File: config.mk
export PLATFORM = sky130hd
export DESIGN_NAME = paddle_array_ctrl
export DESIGN_NICKNAME = d
export VERILOG_FILES = /design/src/rtl/pong_pkg.sv /design/src/rtl/paddle_channel.sv /design/src/rtl/paddle_array_ctrl.sv
export SDC_FILE = /design/constraint.sdc
export NUM_CORES = 1
export LEC_CHECK = 0
export CAP_MARGIN = 20
export CORE_MARGIN = 4
export CORE_UTILIZATION = 30
export DETAILED_ROUTE_END_ITERATION = 8
export PLACE_DENSITY = 0.44
export SLEW_MARGIN = 20
export SYNTH_ARGS = -nofsm -noshare
export SYNTH_HDL_FRONTEND = slang
export SYNTH_HIERARCHICAL = 1
export SYNTH_SLANG_ARGS = --single-unit
File: constraint.sdc
create_clock -name clk -period 3.8 [get_ports clk]
set_input_delay 0.76 -clock clk [delete_from_list [all_inputs] [get_ports clk]]
set_output_delay 0.76 -clock clk [all_outputs]
set_load 0.02 [all_outputs]
File: src/rtl/pong_pkg.sv
// pong_pkg: shared channel state encoding and sizing helpers for the paddle array
package pong_pkg;

    typedef enum logic [1:0] {IDLE, MOVE_L, MOVE_R} ch_state_t;

    function automatic int calc_cuenta(input int clk_hz, input int move_hz);
        return clk_hz / move_hz;
    endfunction

    function automatic int calc_presc_w(input int cuenta);
        return (cuenta < 2) ? 1 : $clog2(cuenta);
    endfunction

    // Wide enough to hold the held-tick count up to and including ACCEL_TICKS.
    function automatic int calc_hold_w(input int accel_ticks);
        return $clog2(accel_ticks + 1);
    endfunction

    function automatic int calc_speed_w(input int max_speed);
        return $clog2(max_speed + 1);
    endfunction

endpackage

File: src/rtl/paddle_channel.sv
// paddle_channel: one paddle's direction FSM, speed ramp, saturating position and limit flag
module paddle_channel
    import pong_pkg::*;
#(
    parameter int POS_W       = 7,
    parameter int POS_MIN     = 0,
    parameter int POS_MAX     = 127,
    parameter int RESET_POS   = 64,
    parameter int MAX_SPEED   = 3,
    parameter int ACCEL_TICKS = 8
)
(
    input  logic             clk,
    input  logic             rst,
    input  logic             i_tick,
    input  logic             i_pause,
    input  logic             i_recenter,
    input  logic             i_left,
    input  logic             i_right,
    output logic [POS_W-1:0] o_pos,
    output logic             o_at_limit
);

    localparam int HW = calc_hold_w(ACCEL_TICKS);
    localparam int SW = calc_speed_w(MAX_SPEED);
    localparam int AW = POS_W + 2;
    localparam logic [POS_W-1:0]     RST_POS = POS_W'(RESET_POS);
    localparam logic [POS_W-1:0]     P_MIN   = POS_W'(POS_MIN);
    localparam logic [POS_W-1:0]     P_MAX   = POS_W'(POS_MAX);
    localparam logic signed [AW-1:0] A_MIN   = AW'(POS_MIN);
    localparam logic signed [AW-1:0] A_MAX   = AW'(POS_MAX);
    localparam logic [SW-1:0]        SPD_ONE = SW'(1);
    localparam logic [SW-1:0]        S_MAX   = SW'(MAX_SPEED);
    localparam logic [HW:0]          ACC     = (HW + 1)'(ACCEL_TICKS);
    localparam logic                 RST_LIM = (RESET_POS == POS_MIN) || (RESET_POS == POS_MAX);

    ch_state_t               r_state, w_state_nxt, w_req;
    logic [SW-1:0]           r_speed, w_speed_nxt, w_spd;
    logic [HW-1:0]           r_hold, w_hold_nxt;
    logic [POS_W-1:0]        r_pos, w_pos_nxt;
    logic                    r_at_limit, w_lim_nxt, w_run;
    logic [HW:0]             w_cnt;
    logic signed [AW-1:0]    w_base, w_step, w_sum, w_sat;

    // The held-tick count includes the tick that enters a direction, so the
    // speed steps up after every ACCEL_TICKS consecutive ticks in one direction.
    // A fresh direction always moves by 1.
    assign w_req  = (i_left == i_right) ? IDLE : (i_left ? MOVE_L : MOVE_R);
    assign w_run  = (w_req == r_state);
    assign w_cnt  = (w_run ? {1'b0, r_hold} : '0) + 1'b1;
    assign w_spd  = w_run ? r_speed : SPD_ONE;
    assign w_base = AW'(r_pos);
    assign w_step = AW'(w_spd);
    assign w_sum  = (w_req == MOVE_R) ? w_base + w_step : w_base - w_step;
    assign w_sat  = (w_sum > A_MAX) ? A_MAX : (w_sum < A_MIN) ? A_MIN : w_sum;
    assign w_lim_nxt = (w_pos_nxt == P_MIN) || (w_pos_nxt == P_MAX);

    // Next state, ramp and position, advanced only on unpaused tick edges
    always_comb begin
        w_state_nxt = r_state;
        w_speed_nxt = r_speed;
        w_hold_nxt  = r_hold;
        w_pos_nxt   = r_pos;
        if (i_tick && !i_pause) begin
            if (w_req == IDLE) begin
                w_state_nxt = IDLE;
                w_speed_nxt = SPD_ONE;
                w_hold_nxt  = '0;
            end else begin
                w_state_nxt = w_req;
                w_pos_nxt   = w_sat[POS_W-1:0];
                w_speed_nxt = (w_cnt != ACC) ? w_spd : (w_spd == S_MAX) ? S_MAX : w_spd + SPD_ONE;
                w_hold_nxt  = (w_cnt == ACC) ? '0 : w_cnt[HW-1:0];
            end
        end
    end

    // State register; reset and recenter both return the paddle to its home position
    always_ff @(posedge clk) begin
        if (!rst || i_recenter) begin
            r_state    <= IDLE;
            r_speed    <= SPD_ONE;
            r_hold     <= '0;
            r_pos      <= RST_POS;
            r_at_limit <= RST_LIM;
        end else begin
            r_state    <= w_state_nxt;
            r_speed    <= w_speed_nxt;
            r_hold     <= w_hold_nxt;
            r_pos      <= w_pos_nxt;
            r_at_limit <= w_lim_nxt;
        end
    end

    assign o_pos      = r_pos;
    assign o_at_limit = r_at_limit;

endmodule

File: src/rtl/paddle_array_ctrl.sv
// paddle_array_ctrl: N paddles on a shared move-rate prescaler; PADDLE_AI_TRACK_EN adds target tracking
module paddle_array_ctrl
    import pong_pkg::*;
#(
    parameter int N_PLAYERS   = 2,
    parameter int POS_W       = 7,
    parameter int POS_MIN     = 0,
    parameter int POS_MAX     = 127,
    parameter int RESET_POS   = 64,
    parameter int CLK_HZ      = 10_000_000,
    parameter int MOVE_HZ     = 100,
    parameter int MAX_SPEED   = 3,
    parameter int ACCEL_TICKS = 8
`ifdef PADDLE_AI_TRACK_EN
    ,
    parameter int DEADBAND    = 2
`endif
)
(
    input  logic                         clk,
    input  logic                         rst,
    input  logic [2*N_PLAYERS-1:0]       btns,
    input  logic                         pause,
    input  logic                         recenter,
`ifdef PADDLE_AI_TRACK_EN
    input  logic [N_PLAYERS-1:0]         ai_en,
    input  logic [POS_W-1:0]             target,
`endif
    output logic [N_PLAYERS*POS_W-1:0]   position,
    output logic [N_PLAYERS-1:0]         at_limit,
    output logic                         tick
);

    localparam int CUENTA = calc_cuenta(CLK_HZ, MOVE_HZ);
    localparam int CW     = calc_presc_w(CUENTA);
    localparam logic [CW-1:0] C_LAST = CW'(CUENTA - 1);

    logic [CW-1:0] r_cnt;
    logic          r_tick;

    // Prescaler: tick is high for the cycle after the count reaches its last value
    always_ff @(posedge clk) begin
        if (!rst || recenter) begin
            r_cnt  <= '0;
            r_tick <= 1'b0;
        end else if (pause) begin
            r_tick <= 1'b0;
        end else begin
            r_cnt  <= (r_cnt == C_LAST) ? '0 : r_cnt + 1'b1;
            r_tick <= (r_cnt == C_LAST);
        end
    end

    assign tick = r_tick;

    for (genvar g = 0; g < N_PLAYERS; g++) begin : g_ch
        logic             w_left, w_right;
        logic [POS_W-1:0] w_pos;
`ifdef PADDLE_AI_TRACK_EN
        assign w_left  = ai_en[g] ? (int'(target) + DEADBAND < int'(w_pos)) : btns[2*g];
        assign w_right = ai_en[g] ? (int'(target) > int'(w_pos) + DEADBAND) : btns[2*g+1];
`else
        assign w_left  = btns[2*g];
        assign w_right = btns[2*g+1];
`endif
        paddle_channel #(
            .POS_W       (POS_W),
            .POS_MIN     (POS_MIN),
            .POS_MAX     (POS_MAX),
            .RESET_POS   (RESET_POS),
            .MAX_SPEED   (MAX_SPEED),
            .ACCEL_TICKS (ACCEL_TICKS)
        ) u_ch (
            .clk        (clk),
            .rst        (rst),
            .i_tick     (r_tick),
            .i_pause    (pause),
            .i_recenter (recenter),
            .i_left     (w_left),
            .i_right    (w_right),
            .o_pos      (w_pos),
            .o_at_limit (at_limit[g])
        );
        assign position[g*POS_W +: POS_W] = w_pos;
    end

endmodule

==> results of run 1 <==
[routing by layer]
metal / vias to the layer above / routed length, um / global-route usage
met1: 1447 / 4352 / 0.1951
met2: 26 / 3787 / 0.2225
met5: - / 0 / 0
met4: 0 / 40 / 0.02839
met3: 2 / 206 / 0.02183
li1: 1520 / - / -
[what timing repair did]
action,4_1_cts,5_1_grt
pin swaps,10,16
gates resized for setup,14,17
hold buffers,0,0
setup endpoints to repair,2,2
buffers inserted,3,6
[worst register-to-register path, cell delays in order, from the launching register on]
cell,delay (ns)
dfxtp_1,0.41
xor2_2,0.19
or3_4,0.16
ha_2,0.17
inv_1,0.06
fa_2,0.40
nor4_4,0.33
a31oi_1,0.10
nor3_1,0.19
o2bb2ai_1,0.10
or4b_1,0.52
or4b_1,0.50
o21ai_1,0.08
[metrics by stage]
| step | hold slack, ns | power (W) | std cells | TNS [ns] | worst slack, ns |
|---|---|---|---|---|---|
| 6_report | 0.4716 | 0.0009477 | 584 | 0 | 0.1063 |
| 5_1_grt | 0.5022 | 0.0009991 | 584 | -0.07846 | -0.07846 |
| 4_1_cts | 0.4742 | 0.0009600 | 578 | -0.1071 | -0.1071 |
| 3_5_place_dp | 0.4593 | 0.0006231 | 567 | -1.253 | -0.5013 |
| 3_3_place_gp | 0.4565 | 0.0006229 | 567 | -0.9912 | -0.4789 |
| 2_1_floorplan | 0.4409 | 0.0005852 | 375 | 0 | 0.1420 |
[sequential cells by signal (all words and copies together), names as in the netlist]
register / cells
g_ch.u_ch/o_at_limit: 2
g_ch.u_ch/r_state: 4
g_ch.u_ch/o_pos: 14
tick: 1
r_cnt: 17
g_ch.u_ch/r_speed: 4
g_ch.u_ch/r_hold: 8
[worst max path at each step]
stage,startpoint,endpoint,slack (ns),depth (start not counted)
after floorplan,btns[1],g_ch[0].u_ch/o_at_limit,0.14,12
after global placement,btns[1],g_ch[0].u_ch/o_at_limit,-0.48,13
after detailed placement,btns[1],g_ch[0].u_ch/o_at_limit,-0.50,13
after CTS,btns[0],g_ch[0].u_ch/o_at_limit,-0.11,16
after global routing,btns[0],g_ch[0].u_ch/o_at_limit,-0.08,15
final,btns[1],g_ch[0].u_ch/o_at_limit,0.11,15
[cell usage in the layout (no fill, tap or decap), types with 3 or more instances in the layout]
master | synthesis | layout
a31oi_1 | 8 | 7
nor3b_1 | 3 | 3
ha_1 | 15 | 8
nor4_1 | 9 | 8
xor2_2 | 1 | 3
xnor2_1 | 17 | 17
inv_1 | 19 | 19
a21oi_1 | 16 | 16
buf_4 | 1 | 53
nor3_1 | 14 | 14
nand4b_1 | 5 | 5
nor4_2 | 4 | 3
nand3_1 | 14 | 14
mux2i_1 | 3 | 3
nand2_1 | 27 | 25
nand4_1 | 10 | 10
clkdlybuf4s50_1 | 0 | 20
o32ai_1 | 4 | 4
a211oi_1 | 4 | 4
clkbuf_8 | 0 | 6
nand3b_1 | 3 | 3
nor2b_1 | 6 | 6
and2_1 | 10 | 10
ha_2 | 0 | 5
o21ai_0 | 9 | 8
nand2b_1 | 8 | 8
nor2_1 | 44 | 42
dfxtp_1 | 50 | 50
[kinds of logic after synthesis]
group | Yosys count
compound gates | 68
xor+xnor | 22
fa+ha+maj | 17
buf+inv | 31
flops | 50
mux | 4
simple gates | 183
[final cells by class]
cell class	instances	area share
clock buffer	7	0.02076
clock inverter	1	0.001203
tap	136	0.04091
inverter	19	0.01715
timing repair buffer	77	0.1540
multi-input combinational	294	0.5253
sequential	50	0.2407
[power groups by stage]
| stage | registers, W | logic (W) | clock network (W) |
|---|---|---|---|
| 2_1_floorplan | 0.000537 | 0.0000479 | 0 |
| 3_3_place_gp | 0.000538 | 0.0000853 | 0 |
| 3_5_place_dp | 0.000538 | 0.0000855 | 0 |
| 4_1_cts | 0.000525 | 0.0000894 | 0.000345 |
| 5_1_grt | 0.000526 | 0.000107 | 0.000366 |
| 6_report | 0.000525 | 0.0000981 | 0.000324 |
==> results.json, run 1 <==
{
  "status": "completed",
  "root_buffer": "clkbuf_8",
  "seq_area_sq_mm": 0.001001,
  "worstRegToRegCells": 12,
  "placed_cell_area_sq_mm": 0.003866,
  "postSynthCellCount": 375,
  "cp-start-kind": "input port",
  "min-delay-start": "g_ch[1].u_ch/r_hold[1]",
  "fin_crit_ns": 3.694,
  "design_area_sq_mm": 0.004159,
  "synth-seq-cells": 50,
  "max-vdd-ir-drop_v": 0.0001502,
  "yosysWarnings": 6,
  "synth.avg_cell_area_sq_um": 8.498,
  "p_int_w": 0.0007202,
  "via_per_inst": 5.128,
  "dieWidth_um": 111.1,
  "h-tree-depth": 2,
  "synth.area.top_cells": "dfxtp_1 (31%), ha_1 (5.9%), nor2_1 (5.2%)",
  "total_leakage_power_nw": 1.552,
  "syn_to_final_growth_pct": 30.51,
  "hold_end": "g_ch[1].u_ch/r_hold[1]",
  "clkPwrFrac": 0.342,
  "cp_max_fo": 3,
  "initial_utilization": 0.3087,
  "hpwlAfterDp_um": 6091,
  "grt_overflow": 0,
  "combPwrFrac": 0.104,
  "dieArea_sq_mm": 0.01234,
  "antenna_cells": 0,
  "synth_area_leader_cell": "dfxtp_1",
  "final-max-slew-violation-count": 0,
  "grt_use_total": 0.1379,
  "die_h_um": 111.1,
  "finalCritPeriodShare": 0.9720,
  "cts_sinks": 50,
  "crit_buf_inv": 3,
  "finClkSkew_ns": 0.01184,
  "yosysTopAreaCellShare": 0.3141,
  "dr.pass1.iters": 4,
  "yosysMostFrequentCell": "dfxtp_1",
  "synthAdderAreaFrac": 0.07146,
  "grt_pass1_vias": 2925,
  "core_area_sq_mm": 0.01032,
  "power.density_mw_per_mm2": 227.9,
  "clk-insertion-delay-late_ns": 0.30,
  "rsz0062_at_grt": "yes",
  "numCtsBuffers": 5,
  "cp-end-kind": "flop",
  "grt_pass1_wl_um": 14430,
  "synth_edf_count": 0,
  "hold_path_depth": 2,
  "reg2reg_to": "g_ch[0].u_ch/o_at_limit",
  "synth-simple-area-share": 0.3392,
  "critical_path.top_delay_family": "simple AND/OR/NAND/NOR gates",
  "synth_common_cells": "dfxtp_1 (50), nor2_1 (44), nand2_1 (27)",
  "synth_compound_area_frac": 0.1578,
  "wl_per_cell_um": 14.36,
  "synth_area_sq_mm": 0.003187,
  "max_slew_margin": 0.5361,
  "drcViolationCount": 0,
  "layout.nets": 472,
  "power_switching_w": 0.0002276,
  "slowest_delay_ns": 0.52,
  "io_pins": 25,
  "tightest_slew_ns": 0.6959,
  "worstSetupPathType": "in2reg",
  "multi_input_area_sq_mm": 0.002185,
  "fin_util": 0.4029,
  "hold_class": "reg2reg",
  "slowest_stage": "or4b_1",
  "ys_seq_area_frac": 0.3141,
  "ys.flop_type": "dfxtp_1",
  "crit_required_ns": 4.04,
  "gp_congestion": 0.7823,
  "syn_nets": 400,
  "core.rowCount": 37,
  "synthMuxAreaShare": 0.01296,
  "synth_cell_type_count": 72,
  "synthXorXnorAreaFrac": 0.06282,
  "worstPathArrival_ns": 3.93,
  "swShare": 0.2401,
  "routed_wl_um": 8386,
  "vias": 2995,
  "cts_tree": "yes",
  "synthArstFlopShare": 0,
  "final-hold-violation-count": 0,
  "ff2ff_setup_slack_ns": 0.55,
  "place.port_buffers": 24,
  "drtIter0Drc": 103,
  "n_fill_cell": 1064,
  "seq_power_share": 0.554,
  "cts_buffer_depth": 2,
  "drtAntennaViolNets": 0,
  "setup_violations": 0,
  "synth_top_family_by_area": "simple AND/OR/NAND/NOR gates",
  "cp_cell_sequence": "dlymetal6s2s_1, inv_1, ha_2, xor2_2, or3_4, ha_2, inv_1, fa_2, nor4_4, a31oi_1, nor3_1, o2bb2ai_1, or4b_1, or4b_1, o21ai_1",
  "antenna_found_initial": 0,
  "maxCapViolations": 0,
  "grt_start_max_net_pins": 16,
  "crit-reg2reg-launch": "g_ch[0].u_ch/r_state[1]",
  "clk_pin_slew_ns": 0.10,
  "timing.fmax_mhz": 270.7,
  "drive_gt1_frac": 0.2277
}
No activity file was read; power rests on OpenSTA's default activity.
==> run 2: changes to the inputs <==
--- a/config.mk
+++ b/config.mk
@@ -8,6 +8,7 @@
 export CAP_MARGIN = 20
 export CORE_MARGIN = 4
 export CORE_UTILIZATION = 30
+export CTS_CLUSTER_SIZE = 14
 export DETAILED_ROUTE_END_ITERATION = 8
 export PLACE_DENSITY = 0.44
 export SLEW_MARGIN = 20
==> results of run 2 <==
Same layout as run 1: the final DEF is identical, and so are final timing and power.
